$ cat config.mk
export PLATFORM = sky130hd
export DESIGN_NAME = apb_reg_slave_flat
export DESIGN_NICKNAME = d
export VERILOG_FILES = /design/src/rtl/apb_slave_pkg.sv /design/src/rtl/apb_reg_slave_if.sv /design/src/rtl/apb_wait_timer.sv /design/src/rtl/apb_reg_slave.sv /design/src/flat_wrapper.sv
export SDC_FILE = /design/constraint.sdc
export NUM_CORES = 1
export LEC_CHECK = 0
export ABC_AREA = 1
export CORE_UTILIZATION = 50
export DETAILED_ROUTE_END_ITERATION = 10
export PLACE_DENSITY = 0.74
export SETUP_SLACK_MARGIN = 0.5
export SLEW_MARGIN = 20
export SYNTH_ARGS = -nofsm -noshare
export SYNTH_HDL_FRONTEND = slang
export SYNTH_SLANG_ARGS = --single-unit
$ cat constraint.sdc
create_clock -name hclk -period 1.43 [get_ports hclk]
set_input_delay 0.143 -clock hclk [delete_from_list [all_inputs] [get_ports hclk]]
set_output_delay 0.143 -clock hclk [all_outputs]
set_load 0.02 [all_outputs]
$ cat src/rtl/apb_slave_pkg.sv
// Shared types and constants for the APB register completer.
package apb_slave_pkg;

   typedef enum logic [1:0] {
      StIdle = 2'd0,
      StWait = 2'd1,
      StResp = 2'd2
   } apb_state_e;

   localparam logic [9:0]  OFS_ID           = 10'd0;
   localparam logic [9:0]  OFS_CTRL         = 10'd1;
   localparam logic [9:0]  OFS_WCOUNT       = 10'd2;
   localparam logic [31:0] ID_VALUE_DEFAULT = 32'hA9B0_0001;

   // Registers that reject writes with an error response.
   function automatic logic is_read_only(input logic [9:0] ofs);
      return (ofs == OFS_ID) || (ofs == OFS_WCOUNT);
   endfunction

endpackage

$ cat src/rtl/apb_reg_slave_if.sv
// APB bus bundle between an initiator (bridge) and the register completer.
interface apb_reg_slave_if;

   logic        psel;
   logic        penable;
   logic        pwrite;
   logic [31:0] paddr;
   logic [31:0] pwdata;
   logic [31:0] prdata;
   logic        pready;
   logic        pslverr;

   modport master (
      output psel, penable, pwrite, paddr, pwdata,
      input  prdata, pready, pslverr
   );

   modport slave (
      input  psel, penable, pwrite, paddr, pwdata,
      output prdata, pready, pslverr
   );

endinterface

$ cat src/rtl/apb_wait_timer.sv
// Loadable 4-bit down-counter; done_o marks the last wait cycle (count of one).
module apb_wait_timer (
   input  logic       clk_i,
   input  logic       rst_ni,
   input  logic       load_i,
   input  logic [3:0] load_val_i,
   input  logic       en_i,
   output logic       done_o
);

   logic [3:0] cnt_q, cnt_d;

   always_comb begin
      cnt_d = cnt_q;
      if (load_i) begin
         cnt_d = load_val_i;
      end else if (en_i && (cnt_q != 4'd0)) begin
         cnt_d = cnt_q - 4'd1;
      end
   end

   always_ff @(posedge clk_i or negedge rst_ni) begin
      if (!rst_ni) begin
         cnt_q <= 4'd0;
      end else begin
         cnt_q <= cnt_d;
      end
   end

   assign done_o = (cnt_q == 4'd1);

endmodule

$ cat src/rtl/apb_reg_slave.sv
// APB completer with ID/CTRL/WCOUNT/SCRATCH registers and programmable wait states.
module apb_reg_slave
   import apb_slave_pkg::*;
#(
   parameter int unsigned NUM_REGS    = 8,
   parameter int unsigned WAIT_STATES = 0,
   parameter logic [31:0] ID_VALUE    = ID_VALUE_DEFAULT
) (
   input  logic                  hclk,
   input  logic                  hresetn,
   apb_reg_slave_if.slave        bus,
   output logic [31:0]           ctrl_out
);

   localparam int unsigned IdxW = $clog2(NUM_REGS);

   apb_state_e  state_q;
   logic [11:0] addr_q;
   logic        wr_q;
   logic [31:0] wdata_q;
   logic [31:0] prdata_q;
   logic        pready_q;
   logic        pslverr_q;
   logic [31:0] ctrl_q, ctrl_d;
   logic [31:0] wcount_q, wcount_d;
   logic [31:0] reg_rd [NUM_REGS];

   logic        setup;
   logic [11:0] dec_addr;
   logic        dec_wr;
   logic [9:0]  dec_ofs;
   logic        dec_err;
   logic [31:0] dec_rdata;
   logic        commit;
   logic [9:0]  cmt_ofs;
   logic        tmr_load;
   logic        tmr_done;
   logic        unused_paddr;

   assign unused_paddr = ^bus.paddr[31:12];
   assign setup        = bus.psel && !bus.penable;

   // From IDLE the response is decoded straight off the bus so W=0 needs no extra cycle.
   always_comb begin
      dec_addr  = (state_q == StIdle) ? bus.paddr[11:0] : addr_q;
      dec_wr    = (state_q == StIdle) ? bus.pwrite : wr_q;
      dec_ofs   = dec_addr[11:2];
      dec_err   = (dec_addr[1:0] != 2'b00) || (32'(dec_ofs) >= NUM_REGS) ||
                  (dec_wr && is_read_only(dec_ofs));
      dec_rdata = (dec_err || dec_wr) ? 32'h0 : reg_rd[dec_ofs[IdxW-1:0]];
   end

   // pslverr_q is the captured transfer's error flag while in RESP.
   assign commit  = (state_q == StResp) && wr_q && !pslverr_q;
   assign cmt_ofs = addr_q[11:2];

   always_comb begin
      ctrl_d   = ctrl_q;
      wcount_d = wcount_q;
      if (commit) begin
         wcount_d = wcount_q + 32'd1;
         if (cmt_ofs == OFS_CTRL) begin
            ctrl_d = wdata_q;
         end
      end
   end

   always_ff @(posedge hclk or negedge hresetn) begin
      if (!hresetn) begin
         ctrl_q   <= 32'h0;
         wcount_q <= 32'h0;
      end else begin
         ctrl_q   <= ctrl_d;
         wcount_q <= wcount_d;
      end
   end

   assign reg_rd[0] = ID_VALUE;
   assign reg_rd[1] = ctrl_q;
   assign reg_rd[2] = wcount_q;

   for (genvar g = 3; g < NUM_REGS; g++) begin : g_scratch
      logic [31:0] scr_q;
      always_ff @(posedge hclk or negedge hresetn) begin
         if (!hresetn) begin
            scr_q <= 32'h0;
         end else if (commit && (cmt_ofs == 10'(g))) begin
            scr_q <= wdata_q;
         end
      end
      assign reg_rd[g] = scr_q;
   end

   assign tmr_load = (state_q == StIdle) && setup;

   apb_wait_timer u_timer (
      .clk_i      (hclk),
      .rst_ni     (hresetn),
      .load_i     (tmr_load),
      .load_val_i (4'(WAIT_STATES)),
      .en_i       (state_q == StWait),
      .done_o     (tmr_done)
   );

   always_ff @(posedge hclk or negedge hresetn) begin
      if (!hresetn) begin
         state_q   <= StIdle;
         addr_q    <= 12'h0;
         wr_q      <= 1'b0;
         wdata_q   <= 32'h0;
         prdata_q  <= 32'h0;
         pready_q  <= 1'b0;
         pslverr_q <= 1'b0;
      end else begin
         prdata_q  <= 32'h0;
         pready_q  <= 1'b0;
         pslverr_q <= 1'b0;
         case (state_q)
            StIdle: begin
               if (setup) begin
                  addr_q  <= bus.paddr[11:0];
                  wr_q    <= bus.pwrite;
                  wdata_q <= bus.pwdata;
                  if (WAIT_STATES == 0) begin
                     state_q   <= StResp;
                     prdata_q  <= dec_rdata;
                     pready_q  <= 1'b1;
                     pslverr_q <= dec_err;
                  end else begin
                     state_q <= StWait;
                  end
               end
            end
            StWait: begin
               if (!bus.psel || !bus.penable) begin
                  state_q <= StIdle;
               end else if (tmr_done) begin
                  state_q   <= StResp;
                  prdata_q  <= dec_rdata;
                  pready_q  <= 1'b1;
                  pslverr_q <= dec_err;
               end
            end
            StResp:  state_q <= StIdle;
            default: state_q <= StIdle;
         endcase
      end
   end

   assign bus.prdata  = prdata_q;
   assign bus.pready  = pready_q;
   assign bus.pslverr = pslverr_q;
   assign ctrl_out    = ctrl_q;

endmodule

$ cat src/flat_wrapper.sv
// flat-port wrapper written by rule: the top's interface ports become plain ports
module apb_reg_slave_flat import apb_slave_pkg::*;
#(
   parameter int unsigned NUM_REGS    = 8,
   parameter int unsigned WAIT_STATES = 0,
   parameter logic [31:0] ID_VALUE    = ID_VALUE_DEFAULT
)
  (hclk, hresetn, ctrl_out, bus_psel, bus_penable, bus_pwrite, bus_paddr, bus_pwdata, bus_prdata, bus_pready, bus_pslverr);
  apb_reg_slave_if bus_i ();
  input  logic hclk;
  input  logic hresetn;
  output logic [31:0] ctrl_out;
  input wire logic [$bits(bus_i.psel)-1:0] bus_psel;
  input wire logic [$bits(bus_i.penable)-1:0] bus_penable;
  input wire logic [$bits(bus_i.pwrite)-1:0] bus_pwrite;
  input wire logic [$bits(bus_i.paddr)-1:0] bus_paddr;
  input wire logic [$bits(bus_i.pwdata)-1:0] bus_pwdata;
  output wire logic [$bits(bus_i.prdata)-1:0] bus_prdata;
  output wire logic [$bits(bus_i.pready)-1:0] bus_pready;
  output wire logic [$bits(bus_i.pslverr)-1:0] bus_pslverr;
  assign bus_i.psel = bus_psel;
  assign bus_i.penable = bus_penable;
  assign bus_i.pwrite = bus_pwrite;
  assign bus_i.paddr = bus_paddr;
  assign bus_i.pwdata = bus_pwdata;
  assign bus_prdata = bus_i.prdata;
  assign bus_pready = bus_i.pready;
  assign bus_pslverr = bus_i.pslverr;
  apb_reg_slave #(.NUM_REGS(NUM_REGS), .WAIT_STATES(WAIT_STATES), .ID_VALUE(ID_VALUE)) u_core (.hclk(hclk), .hresetn(hresetn), .bus(bus_i), .ctrl_out(ctrl_out));
endmodule
After elaboration in Yosys (flattened, before gate mapping). Index checks and enable logic that the tools add are counted.

Register bits: 309. Bits of input ports: 69. Output and inout bits: 66. Logic and storage cells: 83.

$add $sub $neg: 2. Order comparisons: 2. Equal/unequal tests: 12. Multiplexer cells: 24. Bitwise gates (word level): 1. Reduce and logical (&&, ||, !) cells: 27.

Operators with widths (count): $mux W32 (6); $bmux W32 S3 (1); $pmux W32 S2 (1); $eq A10 B3 Y1 const B (4); $add A32 B1 Y32 const B (1); $eq A10 B2 Y1 const B (2); $mux W12 (1); $logic_and A1 B1 Y1 (11); $eq A10 B1 Y1 const B (1); $ge A10 B4 Y1 const B (1); $logic_not A10 Y1 (1); $mux W4 (2); $mux W1 (7); $mux W2 (3); $reduce_and A2 Y1 (3); $logic_or A1 B1 Y1 (5); $eq A4 B1 Y1 const B (1); $ge A4 B4 Y1 const B (1); $not A3 Y4 (1); $pmux W1 S2 (2); $pmux W2 S2 (1); $reduce_bool A2 Y1 (2); $reduce_bool A4 Y1 (1); $sub A4 B1 Y4 const B (1); other kinds (6) (8).

Logic depth before layout (Yosys ltp).
Depth after elaboration: 11. Mapped depth: 11. Mapped depth without buffers: 9.

Worst setup path before layout. OpenSTA, ideal clock, no wires.

Path kind: reg-to-reg. From: reg u_core.pslverr_q (netlist: u_core.bus.pslverr). To: reg u_core.wcount_q[22]. Setup time: 0.121 ns. Arrival: 1.445 ns. Required time: 1.309 ns. Path slack: -0.136 ns. Cell stages (with the launch flop): 8. Path buffers: 0. Period minus slack after synthesis: 1.566 ns. Cells stage by stage: dfrtp_1 > inv_1 > nand3_4 > nor2_1 > nand2_1 > nor2_1 > nand2_1 > xor2_1.

Word-level cells in the longest chain between the ends: 2.

RTL lines: start, declared (RTL line apb_reg_slave.sv:23) `logic pslverr_q;`; start signal, assigned (RTL line apb_reg_slave.sv:128) `pslverr_q <= dec_err;`; start signal, assigned (RTL line apb_reg_slave.sv:141) `pslverr_q <= dec_err;`; $logic_not A1 Y1 (RTL line apb_reg_slave.sv:54) `assign commit = (state_q == StResp) && wr_q && !pslverr_q;`; $logic_and A1 B1 Y1 (RTL line apb_reg_slave.sv:54); end signal, assigned (RTL line apb_reg_slave.sv:74) `wcount_q <= wcount_d;`; end, declared (RTL line apb_reg_slave.sv:25) `logic [31:0] wcount_q, wcount_d;`.

Every way passes these cells. A chain may end at the register's enable or synchronous reset.

Final worst setup path.
From: reg u_core.state_q[1]. To: reg u_core.wcount_q[27].

Word-level cells in the longest chain between the ends: 3.

RTL lines: start, declared (RTL line apb_reg_slave.sv:17) `apb_state_e state_q;`; start signal, assigned (RTL line apb_reg_slave.sv:107) `state_q <= StIdle;`; start signal, assigned (RTL line apb_reg_slave.sv:125) `state_q <= StResp;`; start signal, assigned (RTL line apb_reg_slave.sv:130) `state_q <= StWait;`; $eq A2 B2 Y1 (RTL line apb_reg_slave.sv:54); $logic_and A1 B1 Y1 (2 in a row) (RTL line apb_reg_slave.sv:54).

Every way passes these cells.

==> out/metrics.yaml <==
floorplan:
  fp-row-count: 61
  coreArea_sq_um: 27710
  die_area_sq_um: 28790
  start_util: 0.5074
  die_y_um: 169.7
  die_x_um: 169.7
  ios: 135
yosys:
  syn_nets: 1869
  synth_top_cell_by_area: "dfrtp_1"
  ys_seq_area_frac: 0.5411
  synth_area_per_cell_sq_um: 7.815
  ys_ff_latch: 304
  synth_top_area_frac: 0.5411
  synth.distinct_cells: 29
  synthCells: 1799
  synth_area_sq_um: 14060
  ys_warn_count: 0
  synthTopCellsByArea: "dfrtp_1, nand2_1, o21ai_0"
worst_setup_path:
  reg2regPathDepth: 9
  r2r-start: "u_core.state_q[1]"
  r2r_slack_ns: -0.56
  criticalPathCategory: "flip-flop to flip-flop"
  crit_fanout: 6
  rr_endpoint: "u_core.wcount_q[27]"
  crit_required_ns: 1.86
  cp-end-kind: "flip-flop"
  start_kind: "flip-flop"
  arrival_ns: 2.41
grt:
  first_global_vias: 13680
  antenna_found_initial: 1
  grt_start_max_net_pins: 58
  grt_pass1_wl_um: 74260
  grt_overflow_total: 0
  grt_usage: 0.3368
sta:
  min_period_ns: 1.989
  setup_viol: 330
  worst_slack_ns: -0.5592
  fin_crit_sh: 1.391
  maxSlewViolCount: 0
  slew_headroom: 0.6740
  hold_violations: 0
  worst_slew_pin_slew_ns: 0.4845
  finalSetupTns_ns: -94.14
  fmax_mhz: 502.7
  rsz0062_at_grt: "true"
  fin_skew_ns: 0.03259
drt:
  routed_wl_um: 58200
  drtIter0Drc: 2154
  routedWlPerCell_um: 23.66
  num_vias: 14890
  routed_via_density: 6.052
  drcViolationCount: 0
  antenna_left: 0
  first_pass_iters: 8
pwr:
  combPwrFrac: 0.173
  vdd_drop_max_mv: 0.8109
  clockPowerShare: 0.399
  switching_share: 0.2931
  leakage_nw: 10.42
  p_switching_w: 0.006604
  seqPwrFrac: 0.428
  p_int_w: 0.01593
  p_per_area_nw_per_um2: 1097
place:
  placed_area_sq_um: 16450
  post-place-ws_ns: -0.5757
  hpwl_um: 23800
  place_congestion: 0.8970
  post-place-cells: 2297
  io_buffers: 114
clocking:
  worstSkewPairLatency_ns: 0.54
  clockBufferDepth: 3
  tritoncts: "done"
  cts-root-buf: "clkbuf_16"
  htree_num_levels: 2
  cts-buffers-inserted: 34
  cts_sinks: 304
  clk_pin_slew_ns: 0.06
cells_and_area:
  layout.nets: 2129
  fill_cells: 1661
  syn_to_final_growth_pct: 46.16
  fin_area_sq_um: 20550
  n_antenna_cell: 0
  drive_above_1_share: 0.2771
  instances_no_fill: 2460
status:
  violations: "setup timing"
  status: "finished, violations left"
worst_hold_path:
  worstHoldPathType: "input port to async pin"
flow_run:
  maxCapViolCount: 0
-- placed cells by master, fill, tap and decap left out, drive strengths merged --
master,Yosys,final
inv,242,242
nor3,8,8
buf,52,204
clkdlybuf4s15,0,1
xor2,19,19
dlygate4sd3,0,1
nand3,109,109
nand4,7,7
nor4,2,2
ha,1,1
bufbuf,0,3
clkbuf,38,62
o21a,1,1
a21oi,3,3
o21ai,282,282
clkinvlp,0,4
bufinv,0,2
nor2,182,183
dlygate4sd2,0,12
nand2,543,543
clkinv,0,5
dfrtp,304,304
xnor2,5,5
clkdlybuf4s50,0,78
nand3b,1,1
-- what timing repair did --
item / CTS / global route
pin swaps: 27 / 54
hold endpoints to repair: 304 / 0
hold buffers: 1 / 0
endpoints found under the setup margin: 370 / 370
setup buffers: 48 / 16
resized for setup: 357 / 255
gates cloned: 22 / 17
-- sequential cells by signal (all words and copies together), names as in the netlist --
name	count
u_core.addr_q	12
u_core.bus.pready	1
u_core.wdata_q	32
u_core.wr_q	1
u_core.ctrl_out	32
u_core.bus.prdata	32
u_core.wcount_q	32
u_core.bus.pslverr	1
u_core.state_q	1
u_core.g_scratch.scr_q	160
-- cell type report --
class                           count  area (sq um)  share of cell area
Clock buffer                       48          1007             0.04902
Clock inverter                     11         116.4            0.005663
Inverter                          242         914.6             0.04451
Multi-Input combinational cell   1164          6417              0.3123
Sequential cell                   304          7612              0.3705
Tap cell                          378         473.0             0.02302
Timing Repair Buffer              313          4006              0.1950
-- stage by stage --
step,hold slack [ns],total power [W],util
after CTS,0.1061,0.02159,0.6915
after global routing,0.1221,0.02316,0.7416
after floorplan,-0.1526,0.01119,-
after global placement,0.03944,0.01230,0.5939
after detailed placement,0.04224,0.01239,0.5939
final,0.09609,0.02253,0.7416
-- routing by layer --
metal | share of wire | wire length (um) | GRT usage
met4 | 0.094 | 5449 | 0.2021
met1 | 0.33 | 19470 | 0.4215
met2 | 0.44 | 25540 | 0.5417
met5 | 0.00027 | 16 | 0
met3 | 0.13 | 7724 | 0.06693
-- worst max-delay path by stage --
| stage | from | endpoint | slack, ns | cells after the start |
|---|---|---|---|---|
| 2_1_floorplan | u_core.bus.pslverr | u_core.g_scratch[4].scr_q[21] | -0.03 | 7 |
| 3_3_place_gp | bus_paddr[2] | u_core.bus.prdata[25] | -0.51 | 9 |
| 3_5_place_dp | bus_paddr[2] | u_core.bus.prdata[30] | -0.58 | 9 |
| 4_1_cts | u_core.state_q[1] | u_core.bus.prdata[14] | -0.27 | 11 |
| 5_1_grt | u_core.state_q[1] | u_core.wcount_q[27] | -0.60 | 9 |
| 6_report | u_core.state_q[1] | u_core.wcount_q[27] | -0.56 | 9 |
-- power groups by stage --
| stage | Sequential (W) | Combinational [W] | Clock (W) |
|---|---|---|---|
| 3_5_place_dp | 0.00959 | 0.00280 | 0 |
| 5_1_grt | 0.00966 | 0.00419 | 0.00930 |
| 2_1_floorplan | 0.00955 | 0.00164 | 0 |
| 4_1_cts | 0.00950 | 0.00322 | 0.00886 |
| 3_3_place_gp | 0.00958 | 0.00272 | 0 |
| 6_report | 0.00963 | 0.00390 | 0.00900 |
-- cells by family (layout without fill, tap and decap cells) --
logic type,after synthesis,count (layout),synth area share
AND/OR/NAND/NOR,852,853,0.2458
buffers and inverters,332,614,0.09470
flip-flops,304,304,0.5411
AO/OA/AOI/OAI,286,286,0.1025
XOR/XNOR,24,24,0.01495
adder cells (fa/ha/maj),1,1,0.0008899
-- cells in the mapped netlist --
cell / instances
nand3_4: 1
nor4_4: 1
xor2_1: 19
buf_2: 46
nand3b_1: 1
o21ai_2: 2
ha_1: 1
a21oi_1: 3
dfrtp_1: 304
nor4_1: 1
nand3_1: 103
buf_6: 1
nor3_1: 6
clkbuf_2: 1
nand2_2: 2
clkbuf_1: 37
nand3_2: 5
o21ai_0: 255
xnor2_1: 5
buf_4: 5
inv_1: 242
nand4_1: 7
nor2_1: 179
nor3_2: 2
nor2_2: 1
nand2_1: 541
o21ai_1: 25
nor2_4: 2
o21a_1: 1
-- worst max-delay path, stage by stage (launching register included) --
cell and delay (ns):
dfrtp_2 0.44, buf_6 0.16, nand2_4 0.06, nor2_4 0.14
buf_6 0.16, buf_6 0.11, nand2_4 0.06, nor2_4 0.34
nand3_2 0.18, xnor2_1 0.22
(Power assumes the default switching activity.)
